`config.mk`:
```
export PLATFORM = sky130hd
export DESIGN_NAME = fetch_unit_flat
export DESIGN_NICKNAME = d
export VERILOG_FILES = /design/src/rtl/fetch_unit_pkg.sv /design/src/rtl/fetch_unit_if.sv /design/src/rtl/fetch_unit_if_id_register.sv /design/src/rtl/fetch_unit.sv /design/src/flat_wrapper.sv
export SDC_FILE = /design/constraint.sdc
export NUM_CORES = 1
export LEC_CHECK = 0
export CORE_MARGIN = 2
export CORE_UTILIZATION = 46
export CTS_BUF_LIST = sky130_fd_sc_hd__clkbuf_16
export DETAILED_ROUTE_END_ITERATION = 12
export GPL_ROUTABILITY_DRIVEN = 0
export GPL_TIMING_DRIVEN = 1
export PLACE_DENSITY = 0.77
export SYNTH_ARGS = -nofsm -noshare
export SYNTH_HDL_FRONTEND = slang
export SYNTH_SLANG_ARGS = --single-unit
```
`constraint.sdc`:
```
create_clock -name clock -period 1.7 [get_ports clock]
set_clock_uncertainty 0.05 [all_clocks]
set_input_delay 0.34 -clock clock [delete_from_list [all_inputs] [get_ports clock]]
set_output_delay 0.34 -clock clock [all_outputs]
set_load 0.02 [all_outputs]
```
`src/rtl/fetch_unit_pkg.sv`:
```
// Shared types and constants for the instruction fetch stage.
//   fetch_state_t : Fetch (request outstanding), Hold (fetched word buffered
//                   while stalled), Drop (waiting to discard a stale ack).
//   INST_BYTES    : PC increment between sequential instructions.
package fetch_unit_pkg;

    typedef enum logic [1:0] {
        FETCH = 2'd0,
        HOLD  = 2'd1,
        DROP  = 2'd2
    } fetch_state_t;

    localparam int unsigned INST_BYTES = 4;

endpackage

```
`src/rtl/fetch_unit_if.sv`:
```
// Instruction memory read bus between the fetch unit and instruction memory.
//   inst_mem_rd_en  : read request (fetch unit -> memory)
//   inst_mem_addr   : request address, stable while rd_en=1 until ack
//   inst_mem_ack    : read data valid this cycle (memory -> fetch unit)
//   inst_mem_rd_dat : read data
// master = fetch unit side, slave = memory side.
interface fetch_unit_if #(
    parameter int DATA_SIZE = 32
);
    logic                 inst_mem_rd_en;
    logic [DATA_SIZE-1:0] inst_mem_addr;
    logic                 inst_mem_ack;
    logic [DATA_SIZE-1:0] inst_mem_rd_dat;

    modport master (
        output inst_mem_rd_en,
        output inst_mem_addr,
        input  inst_mem_ack,
        input  inst_mem_rd_dat
    );

    modport slave (
        input  inst_mem_rd_en,
        input  inst_mem_addr,
        output inst_mem_ack,
        output inst_mem_rd_dat
    );
endinterface

```
`src/rtl/fetch_unit_if_id_register.sv`:
```
// IF/ID pipeline register.
//   clock, reset_n : clock and asynchronous active-low reset
//   load           : a new instruction is delivered this cycle
//   hold           : keep all outputs unchanged
//   clear          : invalidate the outputs (highest priority)
//   pc_in, inst_in : delivered PC and instruction word
//   pc, inst, valid: registered IF/ID outputs
// Priority: clear > hold > load > bubble (valid drops, data kept).
module if_id_register #(
    parameter int DATA_SIZE = 32
) (
    input  logic                 clock,
    input  logic                 reset_n,
    input  logic                 load,
    input  logic                 hold,
    input  logic                 clear,
    input  logic [DATA_SIZE-1:0] pc_in,
    input  logic [DATA_SIZE-1:0] inst_in,
    output logic [DATA_SIZE-1:0] pc,
    output logic [DATA_SIZE-1:0] inst,
    output logic                 valid
);

    always_ff @(posedge clock or negedge reset_n) begin
        if (!reset_n) begin
            pc    <= '0;
            inst  <= '0;
            valid <= 1'b0;
        end else if (clear) begin
            valid <= 1'b0;
        end else if (hold) begin
            valid <= valid;
        end else if (load) begin
            pc    <= pc_in;
            inst  <= inst_in;
            valid <= 1'b1;
        end else begin
            valid <= 1'b0;
        end
    end

endmodule

```
`src/rtl/fetch_unit.sv`:
```
// Instruction fetch stage: issues sequential reads to instruction memory,
// buffers a fetched word while the front end is stalled, and follows
// redirects, discarding the data of any request made stale by a redirect.
//   clock, reset_n  : clock and asynchronous active-low reset
//   stall_if        : hold the PC, deliver nothing new
//   stall_id        : hold the IF/ID outputs
//   flush_id        : invalidate the IF/ID outputs
//   redirect_en/pc  : taken branch / jump / trap target from a later stage
//   mem             : instruction memory read bus (master side)
//   pc_id, inst_id, valid_id : IF/ID register outputs
module fetch_unit
    import fetch_unit_pkg::*;
#(
    parameter int                   DATA_SIZE = 32,
    parameter logic [DATA_SIZE-1:0] RESET_PC  = '0
) (
    input  logic                 clock,
    input  logic                 reset_n,
    input  logic                 stall_if,
    input  logic                 stall_id,
    input  logic                 flush_id,
    input  logic                 redirect_en,
    input  logic [DATA_SIZE-1:0] redirect_pc,
    fetch_unit_if.master         mem,
    output logic [DATA_SIZE-1:0] pc_id,
    output logic [DATA_SIZE-1:0] inst_id,
    output logic                 valid_id
);

    localparam logic [DATA_SIZE-1:0] PC_STEP = DATA_SIZE'(INST_BYTES);

    fetch_state_t         state, state_next;
    logic [DATA_SIZE-1:0] pc, pc_next;
    logic [DATA_SIZE-1:0] pending_pc, pending_next;
    logic [DATA_SIZE-1:0] buffer, buffer_next;
    logic                 deliver;
    logic [DATA_SIZE-1:0] deliver_inst;

    // The request stays up in Drop so the stale ack can be consumed;
    // the address is the PC register, so it only moves on an ack.
    assign mem.inst_mem_rd_en = (state != HOLD);
    assign mem.inst_mem_addr  = pc;

    always_ff @(posedge clock or negedge reset_n) begin
        if (!reset_n) begin
            state      <= FETCH;
            pc         <= RESET_PC;
            pending_pc <= '0;
            buffer     <= '0;
        end else begin
            state      <= state_next;
            pc         <= pc_next;
            pending_pc <= pending_next;
            buffer     <= buffer_next;
        end
    end

    always_comb begin
        state_next   = state;
        pc_next      = pc;
        pending_next = pending_pc;
        buffer_next  = buffer;
        deliver      = 1'b0;
        deliver_inst = mem.inst_mem_rd_dat;
        unique case (state)
            FETCH: begin
                if (mem.inst_mem_ack) begin
                    if (redirect_en) begin
                        pc_next = redirect_pc;
                    end else if (stall_if) begin
                        buffer_next = mem.inst_mem_rd_dat;
                        state_next  = HOLD;
                    end else begin
                        deliver = 1'b1;
                        pc_next = pc + PC_STEP;
                    end
                end else if (redirect_en) begin
                    // Request already issued: remember the target and
                    // swallow the ack of the now-stale request first.
                    pending_next = redirect_pc;
                    state_next   = DROP;
                end
            end
            HOLD: begin
                if (redirect_en) begin
                    pc_next    = redirect_pc;
                    state_next = FETCH;
                end else if (!stall_if) begin
                    deliver      = 1'b1;
                    deliver_inst = buffer;
                    pc_next      = pc + PC_STEP;
                    state_next   = FETCH;
                end
            end
            DROP: begin
                if (redirect_en) begin
                    pending_next = redirect_pc;
                end
                if (mem.inst_mem_ack) begin
                    // A redirect in the same cycle as the ack is the newest.
                    pc_next    = redirect_en ? redirect_pc : pending_pc;
                    state_next = FETCH;
                end
            end
            default: begin
                state_next = FETCH;
            end
        endcase
    end

    if_id_register #(
        .DATA_SIZE(DATA_SIZE)
    ) u_if_id (
        .clock   (clock),
        .reset_n (reset_n),
        .load    (deliver),
        .hold    (stall_id),
        .clear   (flush_id),
        .pc_in   (pc),
        .inst_in (deliver_inst),
        .pc      (pc_id),
        .inst    (inst_id),
        .valid   (valid_id)
    );

endmodule
```
`src/flat_wrapper.sv`:
```
// flat-port wrapper written by rule: the top's interface ports become plain ports
module fetch_unit_flat import fetch_unit_pkg::*;
#(
    parameter int                   DATA_SIZE = 32,
    parameter logic [DATA_SIZE-1:0] RESET_PC  = '0
)
  (clock, reset_n, stall_if, stall_id, flush_id, redirect_en, redirect_pc, pc_id, inst_id, valid_id, mem_inst_mem_rd_en, mem_inst_mem_addr, mem_inst_mem_ack, mem_inst_mem_rd_dat);
  fetch_unit_if #(.DATA_SIZE(DATA_SIZE)) mem_i ();
  input  logic clock;
  input  logic reset_n;
  input  logic stall_if;
  input  logic stall_id;
  input  logic flush_id;
  input  logic redirect_en;
  input  logic [DATA_SIZE-1:0] redirect_pc;
  output logic [DATA_SIZE-1:0] pc_id;
  output logic [DATA_SIZE-1:0] inst_id;
  output logic valid_id;
  output wire logic [$bits(mem_i.inst_mem_rd_en)-1:0] mem_inst_mem_rd_en;
  output wire logic [$bits(mem_i.inst_mem_addr)-1:0] mem_inst_mem_addr;
  input wire logic [$bits(mem_i.inst_mem_ack)-1:0] mem_inst_mem_ack;
  input wire logic [$bits(mem_i.inst_mem_rd_dat)-1:0] mem_inst_mem_rd_dat;
  assign mem_inst_mem_rd_en = mem_i.inst_mem_rd_en;
  assign mem_inst_mem_addr = mem_i.inst_mem_addr;
  assign mem_i.inst_mem_ack = mem_inst_mem_ack;
  assign mem_i.inst_mem_rd_dat = mem_inst_mem_rd_dat;
  fetch_unit #(.DATA_SIZE(DATA_SIZE), .RESET_PC(RESET_PC)) u_core (.clock(clock), .reset_n(reset_n), .stall_if(stall_if), .stall_id(stall_id), .flush_id(flush_id), .redirect_en(redirect_en), .redirect_pc(redirect_pc), .mem(mem_i), .pc_id(pc_id), .inst_id(inst_id), .valid_id(valid_id));
endmodule
```
# [After elaboration in Yosys (flattened, before gate mapping)]
# Cells that the tools add are included.
# Widths: inputs -> output; s select.
[op_classes] add_sub_neg=1 n_reduce_logical=8 bitwise_logic=3 eq_ne=11 n_mux=26
[ops] cell="$mux 32" count=9
[ops] cell="$pmux 32 s3" count=1
[ops] cell="$pmux 32 s2" count=1
[ops] cell="$add 32x3->32 const B" count=1
[ops] cell="$mux 2" count=7
[ops] cell="$ne 3x3->1 const B" count=4
[ops] cell="$reduce_and 3->1" count=3
[ops] cell="$mux 1" count=6
[ops] cell="$ne 2x2->1 const B" count=3
[ops] cell="$pmux 2 s3" count=1
[ops] cell="$reduce_and 5->1" count=1
[ops] cell="$ne 2x1->1 const B" count=2
[ops] cell="$not 1->1" count=3
[ops] cell="$reduce_bool 3->1" count=1
[ops] cell="$eq 2x1->1 const B" count=1
[ops] cell="$eq 2x2->1 const B" count=1
[ops] cell="$logic_not 2->1" count=1
[ops] cell="$pmux 1 s2" count=1
[ops] cell="$reduce_and 2->1" count=1
[ops] cell="$reduce_bool 2->1" count=1
[word_totals] input_bits=71 out_inout_bits=98 reg_bits=163 word_cells=56

# [Depth between registers and ports, before layout]
# Gate-level depths: netlist (run 1).
[logic_depth] word_depth=7 mapped_depth=8 ltp_nobuf=6

# [Modules after synthesis]
# A second synthesis (run 1) with hierarchy kept.
[unflattened] hier_cells=645 hier_area_um2=8010.2
[modules_own_cells] module="fetch_unit" n_inst=1 cells_each=506 seq_area_each_um2=2452.4 area_per_inst_um2=5280.1
[modules_own_cells] module="if_id_register" n_inst=1 cells_each=139 seq_area_each_um2=1626.6 area_per_inst_um2=2730.1

# [Worst setup path before layout (run 1)]
# Ideal clock, no wire load.
[synth_timing] path_type="flip-flop to flip-flop" start="register u_core.pc[2], in the netlist u_core.mem.inst_mem_addr[2]" end="register u_core.pc[28], in the netlist u_core.mem.inst_mem_addr[28]" synth_period_minus_slack_ps=1918 path_buffers=0 slack_ps=-218 required_time_ps=1526 path_stages_with_launch=7 arrival_time_ps=1744 setup_time_ps=124 cell_sequence="dfrtp_1 > ha_1 > nand2_1 > nor2_1 > nand4_1 > mux2i_1 > a211o_1"
[synth_via] elab_chain_len=5
[synth_rtl] element="start, declared" line="fetch_unit.sv:33" rtl="logic [DATA_SIZE-1:0] pc, pc_next;"
[synth_rtl] element="start signal, assigned" line="fetch_unit.sv:52" rtl="pc <= pc_next;"
[synth_rtl] element="$add 32x3->32 (*)" line="fetch_unit.sv:75, fetch_unit.sv:91"
[synth_rtl] element="$mux 32 (*)" line="fetch_unit.sv:70, fetch_unit.sv:88"
[synth_rtl] element="$mux 32 (*)" line="fetch_unit.sv:85" rtl="if (redirect_en) begin"
[synth_rtl] element="$mux 32" line="fetch_unit.sv:67" rtl="if (mem.inst_mem_ack) begin"
[synth_rtl] element="$pmux 32 s3 (*)" line="fetch_unit.sv:65" rtl="unique case (state)"
# Mark *: on every way between the ends. The rest lies on a longest branch, timed or not. The select of a mux whose other input is x is not followed.
# A chain may end at the register's enable or synchronous reset.

# [Worst setup path in the final report (run 1)]
[layout_timing] start="register u_core.pc[16], in the netlist u_core.mem.inst_mem_addr[16]" end="register u_core.pc[31], in the netlist u_core.mem.inst_mem_addr[31]"
# Same word-level chain as after synthesis.

==> flow_summary.yaml, run 1 <==
run_status:
  outcome: "complete, but fails checks"
  violations: "setup timing"
power_and_ir_drop:
  total_leakage_power_nw: 5.07
  internal_power_mw: 8.85
  clockPowerShare_pct: 27.4
  peakVddDrop_v: 0.000761
  switching_share_pct: 33.3
  cellPowerDensity_nw_per_um2: 1170
  p_seq_share_pct: 40.7
  p_sw_mw: 4.42
  combPwrFrac_pct: 31.9
  power.total_mw: 13.3
sta:
  rsz0062_at_grt: "true"
  finalWorstSetupSlack_ns: -0.0592
  period_needed_ns: 1.76
  fin_hold_ws_ns: 0.411
  tns_ns: -0.569
  slew_headroom_pct: 64.1
  slew_violations: 0
  setup_violations: 22
  min_period_over_period_pct: 103
  tightest_slew_ns: 0.539
  timing.fmax_mhz: 568
  hold_viol: 0
drt:
  firstDrtPassIters: 6
  wl_per_cell_um: 20.2
  ant_nets: 0
  totalWireLength_um: 23600
  drc_errors: 0
  vias: 6769
  avgViaCountPerCell: 5.80
  drt_iter0_drc: 556
yosys:
  synthArstFlopShare_pct: 100
  syn_nets: 750
  synthFlopType: "dfrtp_1"
  synth_edf_count: 0
  synthesis.area_per_instance_um2: 11.0
  synth-warning-count: 0
  synth_cells: 678
  ys_ff_latch: 163
  synth.distinct_cells: 45
  synth.cell_area_um2: 7440
  synth-seq-area-share_pct: 54.8
worst_setup_path:
  crit_family: "simple AND/OR/NAND/NOR gates"
  path_class: "reg -> reg"
  worst-path-stages: 7
  reg2reg_depth: 7
  cp_common_cell: "o21ai_1"
  cp-start-kind: "flip-flop"
  crit_slowest_cell: "dfrtp_1"
  required_ns: 1.95
  cp.arrival_ns: 2.01
  path_max_fanout: 8
  end_kind: "flip-flop"
  critPathBufInv: 2
  crit_chain: "nand4_1 > nor4_4 > buf_6 > buf_8 > a41oi_2 > o21ai_1 > o21ai_1"
  cpPeakStageDelay_ns: 0.36
clocking:
  cts_tree: "built"
  h-tree-depth: 4
  clkLatencyLatePin_ns: 0.43
  numCtsBuffers: 17
  cts.clk_slew.worst_paths_ns: 0.06
  clock-sinks: 163
  root_buffer: "clkbuf_16"
  cts_buffer_depth: 2
cells_and_area:
  layout_commonest_cell: "dfrtp_1"
  drive_gt1_share_pct: 33.2
  fillCellCount: 1064
  multi_input_area_um2: 3490
  antenna_cells: 0
  nets: 1011
  final-seq-area_um2: 4100
  utilization_pct: 71.6
  syn2layout_area_growth_pct: 52.3
  layout_common_cells: "dfrtp_1, mux2_2, nand2_1"
global_route:
  grt_max_degree: 99
  grt_pass1_wl_um: 33700
  grt_usage_pct: 24.4
  antenna_found_initial: 0
  overflow: 0
  grt_pass1_vias: 6603
place:
  io_buffers: 168
  dp_hpwl_um: 14400
flow_run:
  cap_violations: 0
floorplanning:
  die_area_um2: 17200
  pin_count: 169
  die_w_um: 131
  initial_utilization_pct: 47.0
  core_area_um2: 15800
  rows: 46
  dieHeight_um: 131
hold_path:
  min_path_type: "in -> async"
-- flip-flops by register name, indices dropped and copies added, names as in the netlist --
register / count
u_core.u_if_id.inst: 32
u_core.state: 2
u_core.buffer: 32
u_core.mem.inst_mem_addr: 32
u_core.u_if_id.valid: 1
u_core.u_if_id.pc: 32
u_core.pending_pc: 32
-- logic make-up (layout without fill, tap and decap cells) --
logic type      count (synthesis)  count (layout)  synth area share (%)
compound gates                176             176                  14.0
flops                         163             163                  54.8
fa+ha+maj                       1               1                 0.168
simple gates                  160             160                  9.97
buf+inv                        57             331                  3.23
mux                           121             121                  17.8
-- what timing repair did --
item / in CTS / in global routing
pin swaps: 14 / 37
cloned: 3 / 12
buffers inserted: 8 / 15
endpoints found under the setup margin: 160 / 158
hold endpoints to repair: 163 / 0
hold buffers: 1 / 0
gates resized for setup: 138 / 151
-- final cells by class --
cell class,count,area share [%]
inverter,11,0.386
clock inverter,15,1.12
clock buffer,17,3.75
tap,216,2.38
sequential,163,36.1
timing repair buffer,288,25.4
multi-input combinational,458,30.8
-- power by group through the flow --
stage                     logic, mW  registers (mW)  clock network, mW
after floorplan                1.24            6.12                  0
after global placement         4.09            5.38                  0
after detailed placement       4.23            5.44                  0
after CTS                      3.90            5.35               3.68
after global routing           4.48            5.52               3.86
final                          4.23            5.41               3.64
-- per-stage QoR --
step / setup slack (ns) / cells / cell area [um2]
after floorplan: -0.0514 / 678 / 7520
after global placement: -0.400 / 1097 / 10000
after detailed placement: -0.537 / 1097 / 10000
after CTS: -0.0769 / 1141 / 10700
after global routing: -0.128 / 1168 / 11300
final: -0.0592 / 1168 / 11300
-- metal layers --
metal  global-route usage (%)  share of wire, %  wire (um)
met1                     29.9                39       9090
met2                     40.8                49      11600
met3                     6.25               7.9       1860
met4                     11.0               4.4       1040
met5                        0                 0          0
-- tightest hold or removal path, delay by kind of cell --
kind | cells | cell delay [ns]
buffers and inverters | 3 | 0.95
-- cells in the mapped netlist (all sizes together), types with 2 or more instances --
master / number / area, um2
nand3: 7 / 35.0
and3: 9 / 56.3
o311ai: 4 / 35.0
a221oi: 4 / 35.0
a211oi: 2 / 20.0
a221o: 4 / 40.0
o211ai: 2 / 15.0
mux2: 88 / 991
nor4: 3 / 31.3
and2: 3 / 18.8
inv: 11 / 41.3
mux2i: 33 / 330
a31oi: 10 / 62.6
a41oi: 10 / 87.6
dfrtp: 163 / 4080
buf: 22 / 109
nand3b: 2 / 15.0
o22ai: 10 / 62.6
a22o: 2 / 17.5
nor3: 5 / 25.0
nand2: 92 / 345
nand4: 8 / 56.3
o21ai: 98 / 490
a21oi: 23 / 115
o31a: 4 / 35.0
nor2: 24 / 92.6
clkbuf: 24 / 90.1
-- path summary, 6_finish.rpt --
kind,start,endpoint,slack [ns]
max,u_core.mem.inst_mem_addr[16],u_core.mem.inst_mem_addr[31],-0.06
min,reset_n,u_core.u_if_id.pc[1],0.41
max reg2reg,u_core.mem.inst_mem_addr[16],u_core.mem.inst_mem_addr[31],-0.06
min reg2reg,u_core.u_if_id.pc[13],u_core.u_if_id.pc[13],0.42
max in group asynchronous,reset_n,u_core.buffer[1],0.70
min in group clock,u_core.u_if_id.pc[13],u_core.u_if_id.pc[13],0.42
Note: power is estimated with default switching activity, not from simulation.
==> inputs of run 2 (changes only) <==
--- a/config.mk
+++ b/config.mk
@@ -8,10 +8,11 @@
 export CORE_MARGIN = 2
 export CORE_UTILIZATION = 46
 export CTS_BUF_LIST = sky130_fd_sc_hd__clkbuf_16
+export CTS_CLUSTER_SIZE = 10
 export DETAILED_ROUTE_END_ITERATION = 12
 export GPL_ROUTABILITY_DRIVEN = 0
 export GPL_TIMING_DRIVEN = 1
-export PLACE_DENSITY = 0.77
+export PLACE_DENSITY = 0.87
 export SYNTH_ARGS = -nofsm -noshare
 export SYNTH_HDL_FRONTEND = slang
 export SYNTH_SLANG_ARGS = --single-unit
==> flow_summary.yaml, run 2 (synthesis results as in run 1) <==
place:
  dp_hpwl_um: 14400
  io_buffers: 168
clocking:
  cts.clk_slew.worst_paths_ns: 0.06
  root_buffer: "clkbuf_16"
  h-tree-depth: 4
  cts_buffer_depth: 2
  clock-sinks: 163
  clkLatencyLatePin_ns: 0.43
  cts_tree: "built"
  numCtsBuffers: 17
flow_run:
  cap_violations: 0
run_status:
  violations: "setup timing"
  outcome: "complete, but fails checks"
power_and_ir_drop:
  switching_share_pct: 34.0
  power.total_mw: 13.2
  p_sw_mw: 4.48
  clockPowerShare_pct: 26.6
  cellPowerDensity_nw_per_um2: 1190
  combPwrFrac_pct: 32.2
  total_leakage_power_nw: 5.04
  p_seq_share_pct: 41.2
  peakVddDrop_v: 0.000717
  internal_power_mw: 8.71
worst_setup_path:
  crit_path_end: "u_core.mem.inst_mem_addr[19]"
  cp_common_cell: "buf_6"
  end_kind: "flip-flop"
  cp.arrival_ns: 2.05
  crit_slowest_cell: "dfrtp_2"
  reg2reg_depth: 6
  crit_family: "compound AO/OA/AOI/OAI gates"
  critPathBufInv: 2
  required_ns: 1.95
  crit_chain: "buf_6 > a221oi_4 > buf_6 > nand2_1 > a211oi_2 > a21oi_1"
  cp-start-kind: "flip-flop"
  cp-startpoint: "u_core.state[1]"
  r2r-end: "u_core.mem.inst_mem_addr[19]"
  cpPeakStageDelay_ns: 0.47
  path_max_fanout: 7
  r2r-start: "u_core.state[1]"
  path_class: "reg -> reg"
  worst-path-stages: 6
  ff2ff_setup_slack_ns: -0.09
hold_path:
  min_path_type: "in -> reg"
  min_path_cells: 3
sta:
  min_period_over_period_pct: 105
  tightest_slew_ns: 0.545
  fin_hold_ws_ns: 0.231
  timing.fmax_mhz: 558
  finalWorstSetupSlack_ns: -0.0931
  slew_violations: 0
  hold_viol: 0
  tns_ns: -0.636
  rsz0062_at_grt: "true"
  period_needed_ns: 1.79
  slew_headroom_pct: 63.7
  setup_violations: 24
global_route:
  grt.busiest_layer: "met2"
  grt_usage_pct: 24.1
  overflow: 0
  met2_usage_pct: 40.6
  use_met1_pct: 29.9
  grt_max_degree: 96
  grt_pass1_wl_um: 33300
  grtUsageMet3_pct: 5.02
  grt_pass1_vias: 6493
  antenna_found_initial: 1
floorplanning:
  pin_count: 169
  initial_utilization_pct: 47.0
  core_area_um2: 15800
  rows: 46
  dieHeight_um: 131
  die_w_um: 131
  die_area_um2: 17200
cells_and_area:
  drive_gt1_share_pct: 31.6
  syn2layout_area_growth_pct: 49.3
  nets: 999
  layout_common_cells: "dfrtp_1, nand2_1, dlygate4sd2_1"
  layout_commonest_cell: "dfrtp_1"
drt:
  wl_per_cell_um: 20.7
  firstDrtPassIters: 9
  avgViaCountPerCell: 5.94
  vias: 6875
  drc_errors: 0
  totalWireLength_um: 24000
  drt_iter0_drc: 977
  ant_nets: 0
## run 2: per-stage QoR
stage	utilization [%]	cell area, um2	instances	setup WS, ns
finish	70.2	11100	1157	-0.0931
global route	70.2	11100	1157	-0.180
CTS	66.5	10500	1133	-0.0184
global placement	63.3	10000	1095	-0.376
floorplan	-	7520	678	-0.0514
detailed placement	63.3	10000	1095	-0.444
## run 2: worst register-to-register path, stage by stage, from the launching register on
cell      delay [ns]
dfrtp_2         0.47
buf_6           0.16
a221oi_4        0.35
buf_6           0.23
nand2_1         0.12
a211oi_2        0.20
a21oi_1         0.08
## run 2: routing by layer
| metal | vias up | routed length, um | share of wire (%) |
|---|---|---|---|
| met5 | - | 0 | 0 |
| met2 | 483 | 11700 | 49 |
| met1 | 3302 | 8920 | 37 |
| met4 | 0 | 1330 | 5.5 |
| li1 | 2950 | - | - |
| met3 | 140 | 2090 | 8.7 |
## run 2: what timing repair did
action	in CTS	in global routing
pin swaps	7	39
hold buffers	1	0
resized for setup	132	148
cloned	0	10
setup buffers	5	13
endpoints found under the hold margin	163	0
setup endpoints to repair	147	128
## run 2: worst min-delay path by stage
stage                                 from  slack (ns)              endpoint
final                     mem_inst_mem_ack        0.23       u_core.state[0]
after global routing      mem_inst_mem_ack        0.24       u_core.state[0]
after CTS                          reset_n        0.43  u_core.u_if_id.pc[0]
after detailed placement           reset_n        0.31  u_core.u_if_id.pc[0]
after global placement             reset_n        0.31  u_core.u_if_id.pc[0]
after floorplan                    reset_n      -0.006      u_core.buffer[0]
## run 2: layout make-up
type / instances / area, um2
fillers: 1011 / 4720
flip-flops and latches: 163 / 4100
clock buffers: 17 / 425
diodes: 1 / 2.50
well taps: 216 / 270
inverters: 11 / 41.3
clock inverters: 15 / 104
repair buffers: 276 / 2690
multi-input cells: 458 / 3480
## run 2: power groups by stage
stage | clock [mW] | combinational [mW] | sequential, mW
after floorplan | 0 | 1.24 | 6.12
after global placement | 0 | 4.08 | 5.38
after detailed placement | 0 | 4.22 | 5.45
after CTS | 3.54 | 3.90 | 5.37
after global routing | 3.73 | 4.47 | 5.53
final | 3.50 | 4.25 | 5.44
